$ cat src/rtl/datapath_acumulador.sv
// SAP-1 accumulator datapath: A/B registers, adder/subtractor with flags,
// W bus drive with contention detect, OUT register and 2-digit hex display scan.
module datapath_acumulador #(
    parameter int WIDTH    = 8,
    parameter int SCAN_DIV = 50000
) (
    input  logic             clock,
    input  logic             clr,
    input  logic [WIDTH-1:0] w_bus_in,
    input  logic             La_barra,
    input  logic             Ea,
    input  logic             Su,
    input  logic             Eu,
    input  logic             Lb_barra,
    input  logic             Lo_barra,
    output logic [WIDTH-1:0] w_bus_out,
    output logic             w_bus_oe,
    output logic [WIDTH-1:0] acc,
    output logic [WIDTH-1:0] out_reg,
    output logic             carry,
    output logic             zero,
    output logic             bus_conflict,
    output logic [1:0]       dig_sel,
    output logic [6:0]       seg
);

    localparam int CNT_W = $clog2(SCAN_DIV);
    localparam logic [CNT_W-1:0] SCAN_LAST = CNT_W'(SCAN_DIV - 1);

    typedef enum logic {DIG0, DIG1} digit_e;

    logic [WIDTH-1:0] a_reg, b_reg, o_reg;
    logic [WIDTH-1:0] b_op, sum;
    logic [WIDTH:0]   alu_full;
    logic             cout;
    logic [CNT_W-1:0] scan_cnt;
    logic             scan_wrap;
    logic [3:0]       nibble;
    digit_e           state, state_nxt;

    // Subtract is A + ~B + 1, so cout high means no borrow
    always_comb begin
        b_op     = Su ? ~b_reg : b_reg;
        alu_full = {1'b0, a_reg} + {1'b0, b_op} + {{WIDTH{1'b0}}, Su};
    end

    assign sum  = alu_full[WIDTH-1:0];
    assign cout = alu_full[WIDTH];

    always_comb begin
        w_bus_oe = Ea | Eu;
        if (Ea)
            w_bus_out = a_reg;
        else if (Eu)
            w_bus_out = sum;
        else
            w_bus_out = '0;
    end

    always_ff @(posedge clock or negedge clr) begin
        if (!clr) begin
            a_reg        <= '0;
            b_reg        <= '0;
            o_reg        <= '0;
            carry        <= 1'b0;
            zero         <= 1'b0;
            bus_conflict <= 1'b0;
        end else begin
            if (!La_barra) a_reg <= w_bus_in;
            if (!Lb_barra) b_reg <= w_bus_in;
            if (!Lo_barra) o_reg <= w_bus_in;
            // Flags track only ALU results written back into A
            if (!La_barra && Eu) begin
                carry <= cout;
                zero  <= (sum == '0);
            end
            if (Ea && Eu) bus_conflict <= 1'b1;
        end
    end

    assign acc     = a_reg;
    assign out_reg = o_reg;

    assign scan_wrap = (scan_cnt == SCAN_LAST);

    always_ff @(posedge clock or negedge clr) begin
        if (!clr) begin
            scan_cnt <= '0;
            state    <= DIG0;
        end else begin
            scan_cnt <= scan_wrap ? '0 : scan_cnt + 1'b1;
            state    <= state_nxt;
        end
    end

    always_comb begin
        state_nxt = state;
        if (scan_wrap)
            state_nxt = (state == DIG0) ? DIG1 : DIG0;
    end

    always_comb begin
        dig_sel = 2'b10;
        nibble  = o_reg[3:0];
        if (state == DIG1) begin
            dig_sel = 2'b01;
            nibble  = o_reg[7:4];
        end
    end

    always_comb begin
        seg = 7'b1111111;
        case (nibble)
            4'h0: seg = 7'b1000000;
            4'h1: seg = 7'b1111001;
            4'h2: seg = 7'b0100100;
            4'h3: seg = 7'b0110000;
            4'h4: seg = 7'b0011001;
            4'h5: seg = 7'b0010010;
            4'h6: seg = 7'b0000010;
            4'h7: seg = 7'b1111000;
            4'h8: seg = 7'b0000000;
            4'h9: seg = 7'b0010000;
            4'hA: seg = 7'b0001000;
            4'hB: seg = 7'b0000011;
            4'hC: seg = 7'b1000110;
            4'hD: seg = 7'b0100001;
            4'hE: seg = 7'b0000110;
            4'hF: seg = 7'b0001110;
            default: seg = 7'b1111111;
        endcase
    end

endmodule

$ cat config.mk
export PLATFORM = sky130hd
export DESIGN_NAME = datapath_acumulador
export DESIGN_NICKNAME = d
export VERILOG_FILES = /design/src/rtl/datapath_acumulador.sv
export SDC_FILE = /design/constraint.sdc
export NUM_CORES = 1
export LEC_CHECK = 0
export BUFFER_PORTS_ARGS = -buffer_cell sky130_fd_sc_hd__buf_2
export CORE_MARGIN = 4
export CORE_UTILIZATION = 55
export CTS_BUF_LIST = sky130_fd_sc_hd__clkbuf_4 sky130_fd_sc_hd__clkbuf_8 sky130_fd_sc_hd__clkbuf_16
export CTS_CLUSTER_DIAMETER = 30
export CTS_CLUSTER_SIZE = 14
export DETAILED_ROUTE_END_ITERATION = 7
export PLACE_DENSITY = 0.89
export RECOVER_POWER = 50
export SETUP_SLACK_MARGIN = 0.1
export SYNTH_ARGS = -nofsm -noshare
export SYNTH_HDL_FRONTEND = slang
export SYNTH_SLANG_ARGS = --single-unit
$ cat constraint.sdc
create_clock -name clock -period 4 [get_ports clock]
set_input_delay 1 -clock clock [delete_from_list [all_inputs] [get_ports clock]]
set_output_delay 1 -clock clock [all_outputs]
set_load 0.1 [all_outputs]
# Word-level counts from Yosys, hierarchy flattened
# Memory sizes are Yosys's and may differ from the RTL's.
# Index checks and enable logic that the tools add are counted.
[totals]
wordCells = 26
reg_bits = 44
out_inout_bits = 37
mem_count = 1
rom_bits = 112
inputBits = 16
[op_classes]
add_sub_neg = 3
n_reduce_logical = 4
muxes = 7
bitwise = 2
n_eq_ne = 1
[memory_table]
columns = ["name", "words", "width", "rd", "rd_clocked_by_memory_dff", "write_ports", "line_no", "rtl"]
rows = [
  ["(name not given)", 16, 7, 1, 0, 0, "113", "case (nibble)"],
]
[ops]
columns = ["cell", "n"]
rows = [
  ["8-bit 2-to-1 mux", 3],
  ["16-bit by 1-bit adder with 16-bit output, second input constant", 1],
  ["16-bit == test, second input constant", 1],
  ["16-bit 2-to-1 mux", 1],
  ["8-bit by 8-bit adder with 9-bit output", 1],
  ["9-bit by 1-bit adder with 9-bit output", 1],
  ["8-bit zero test", 1],
  ["8-bit inverter", 1],
  ["4-bit 2-to-1 mux", 1],
  ["1-bit logical AND", 2],
  ["2-bit 2-to-1 mux", 1],
  ["1-bit zero test", 1],
  ["1-bit 2-to-1 mux", 1],
  ["1-bit bitwise OR", 1],
]

# Logic depth before layout (Yosys ltp)
[logic_depth]
word_depth = 6
mapped_depth = 9
depth_no_buf = 8

# Least setup slack after synthesis
# OpenSTA, ideal clock, no wires.
[synth_timing]
path_kind = "input -> output"
start = "in Su"
end = "out w_bus_out[1]"
stages = 6
path_slack_ns = -1.127
t_arrival_ns = 4.127
path_buffers = 1
required_time_ns = 3.000
path_cell_list = "buf_2 mux2i_1 inv_1 fa_1 nand2_1 o21ai_0"
[synth_via]
elab_chain_cells = 5
[synth_rtl]
columns = ["element", "line_no", "rtl"]
rows = [
  ["start, declared", "12", "input logic Su,"],
  ["8-bit 2-to-1 mux", "43", "b_op = Su ? ~b_reg : b_reg;"],
  ["8-bit by 8-bit adder with 9-bit output", "44", "alu_full = {1'b0, a_reg} + {1'b0, b_op} + {{WIDTH{1'b0}}, Su};"],
  ["9-bit by 1-bit adder with 9-bit output (*)", "44", ""],
  ["8-bit 2-to-1 mux (*)", "54", "else if (Eu)"],
  ["8-bit 2-to-1 mux (*)", "52", "if (Ea)"],
  ["end, declared", "16", "output logic [WIDTH-1:0] w_bus_out,"],
]
# Mark *: on every way between the ends. The rest lies on a longest branch, timed or not.

# Worst setup path after layout
[layout_timing]
start = "in Su"
end = "out w_bus_out[6]"
# Same word-level chain as after synthesis.

==> qor.txt <==
Status - finished, violations left
Failing checks - max-capacitance violations, max-slew violations
Top_reg_cell synth - dfrtp_1
Core area - 4440 sq um
Largest register FFs - 16
Skew final - 0.00676 ns
Vias/cell - 5.87
Avg Synthesized Cell Area - 10.5 sq um
Endpoints failing setup - 0
Critical path's top delay family - compound AO/OA/AOI/OAI gates
Buffers on Ports - 52
Tot GR Track Use - 20.5%
PD cells - 480 nW/um^2
Tcrit/Tclk final - 96.0%
Post-synthesis cell count - 247
Vias - 2078
Minimum clock period - 3.84 ns
Worst Hold Class - flip-flop to flip-flop
FMAX - 260 MHz
Finished Layout Cells - 354
Root buffer cell - clkbuf_8
Hold_sp - bus_conflict$_DFFE_PN0P_
HPWL reported at the end of detailed placement - 4.52 mm
Critical path type - input pin to output pin
Hold WS - 0.457 ns
Relative max-transition margin - -54.7%
Slew @ Worst Pin - 2.32 ns
Post-synth EDFFs - 0
LEAKAGE - 0.00146 uW
Top Ports - 53
R2r endpoint - zero$_DFFE_PN0P_
Worst Hold Path Cells - 1
N_diodes - 0
Final Cell Area - 3160 sq um
CP bufs+invs - 3
1st-iter DRT viols - 113
Cells after DPL - 345
Hold Path Sink - bus_conflict$_DFFE_PN0P_
GPL Wtd Cong - 0.905
Residual DRC - 0
Crit-path max cell delay - 0.37 ns
Initial antenna violation count - 0
Post-Route Setup TNS - 0 ns
Sink Count - 44
CTS max path bufs - 2
RR Startpoint - b_reg[0]$_DFFE_PN0N_
Number of buffers created by CTS - 5
Final Max Tran Viols - 45
First-pass GRT wire length - 9.76 mm
Final Net Count - 333
Number of global-route vias before repair - 2054
Initial Util - 58.3%
CTS tree - yes
Synth Register Bits - 44
Total gr overflow - 0
Final WL - 6.08 mm
Mapped Area - 2590 sq um
Worst reg2reg setup slack - 1.24 ns
Final Hold Violating Endpoints - 0
Reg2Reg Depth - 7
Dpl cell area - 3020 sq um
Worst endpoint required time - 3.00 ns
Syn nets - 278
CTS clk-pin slew, worst paths - 0.08 ns
Die W - 76.6 um
CP Capture Type - output pin
Layout area overhead - 21.9%
Fillcell total - 309
CP cell instances - buf_4 -> mux2i_4 -> inv_1 -> fa_2 -> and3_1 -> o21ai_2 -> a21oi_1 -> a211oi_2 -> a22o_4 -> buf_12
ANT nets after route - 0
Setup crit start kind - input pin
Post-synthesis sequential area ratio - 42.5%
Number of library cell types mapped by synthesis - 43
Layout cells sized above 1 - 34.1%
Unrepaired setup endpoints after global routing - false
First-pass DRT Iterations - 4
Worst-path maximum fanout - 8
Worst-skew pair later-pin latency - 0.29 ns
Most flop-heavy register - scan_cnt
CP Data Arrival Time - 2.84 ns
Most frequent cells in the layout - dfrtp_1, buf_2, mux2_2
Finished Core Util - 71.1%
Avg WL per Cell - 17.2 um
CTS H-tree lvls - 2
Row cnt - 24
Total Die Area - 5870 sq um
Commonest non-fill, non-tap cell in the layout - dfrtp_1
Die Ht - 76.6 um
Synth Warn # - 0
Ys async rst share - 100%
Max-cap viol count - 1
Worst path slowest cell - fa_2
Largest net degree at the start of global routing - 45
VDD IR max - 0.244 mV
worst reg2reg max path, stage by stage (launching register included):
cell and delay [ns]:
dfrtp_1 0.49, mux2i_4 0.29, inv_1 0.10, fa_2 0.37, xor2_1 0.19, or4_1 0.51
or4b_1 0.55, o31ai_2 0.18
cells in the mapped netlist, types with 2 or more instances:
cell type	instances	area (sq um)
nor2b_1	4	25.0
xor2_1	18	158
nand2b_1	2	12.5
ha_1	14	175
o21ai_0	3	15.0
o21ai_1	6	30.0
and3_1	5	31.3
nand4_1	3	18.8
nor3_1	5	25.0
inv_1	6	22.5
a211oi_1	2	15.0
mux2i_1	5	50.1
nor2_1	21	78.8
o22ai_1	2	12.5
or4_1	2	15.0
xnor2_1	8	70.1
clkbuf_1	5	18.8
a32o_1	2	20.0
a21oi_1	7	35.0
a22o_1	6	52.6
a21o_1	4	30.0
dfrtp_1	44	1100
nand3_1	8	40.0
nand2_1	21	78.8
mux2_2	26	293
routing by layer:
| metal | vias up | track usage (%) | wire [um] |
|---|---|---|---|
| li1 | 985 | - | - |
| met1 | 1024 | 24.5 | 2470 |
| met2 | 61 | 37.7 | 3240 |
| met3 | 8 | 4.26 | 302 |
| met4 | 0 | 4.89 | 76 |
| met5 | - | 0 | 0 |
repair_timing:
item / in CTS / in global routing
hold buffers: 0 / 0
pin swaps: 1 / 1
buffers inserted: 1 / 1
cloned: 0 / 0
resized for setup: 6 / 3
setup endpoints to repair: 2 / 2
layout make-up:
| class | instances | area, sq um | share of cell area [%] |
|---|---|---|---|
| Tap cell | 52 | 65.1 | 2.06 |
| Multi-Input combinational cell | 189 | 1530 | 48.3 |
| Clock inverter | 1 | 5.00 | 0.158 |
| Inverter | 6 | 22.5 | 0.713 |
| Clock buffer | 6 | 76.3 | 2.42 |
| Sequential cell | 44 | 1100 | 34.9 |
| Timing Repair Buffer | 56 | 362 | 11.5 |
worst max path at each step:
stage	cells after the start	endpoint	slack, ns	start
floorplan	9	w_bus_out[6]	0.12	Su
global placement	10	w_bus_out[6]	0.09	Su
detailed placement	10	w_bus_out[6]	0.01	Su
CTS	9	w_bus_out[7]	0.13	Su
global route	10	w_bus_out[6]	0.06	Su
finish	10	w_bus_out[6]	0.16	Su
logic make-up (layout without fill, tap and decap cells):
logic type      after synthesis  in the layout  share of synthesized area (%)
compound gates               39             39                           10.5
xor+xnor                     26             26                           8.79
fa+ha+maj                    15             15                           7.54
buf+inv                      14             69                           2.51
flops                        44             44                           42.5
mux                          31             31                           13.2
simple gates                 78             78                           14.9
where the power goes:
group | internal (uW) | switching, uW | total, uW
Combinational | 212 | 536 | 748
Clock | 126 | 139 | 264
Sequential | 471 | 30.8 | 502
Total | 809 | 705 | 1510
stage by stage:
stage | power (uW) | setup WS (ns)
CTS | 1510 | 0.125
floorplan | 1070 | 0.118
global placement | 1210 | 0.0909
global route | 1580 | 0.0641
detailed placement | 1230 | 0.0117
finish | 1510 | 0.158
(Power assumes the default switching activity.)
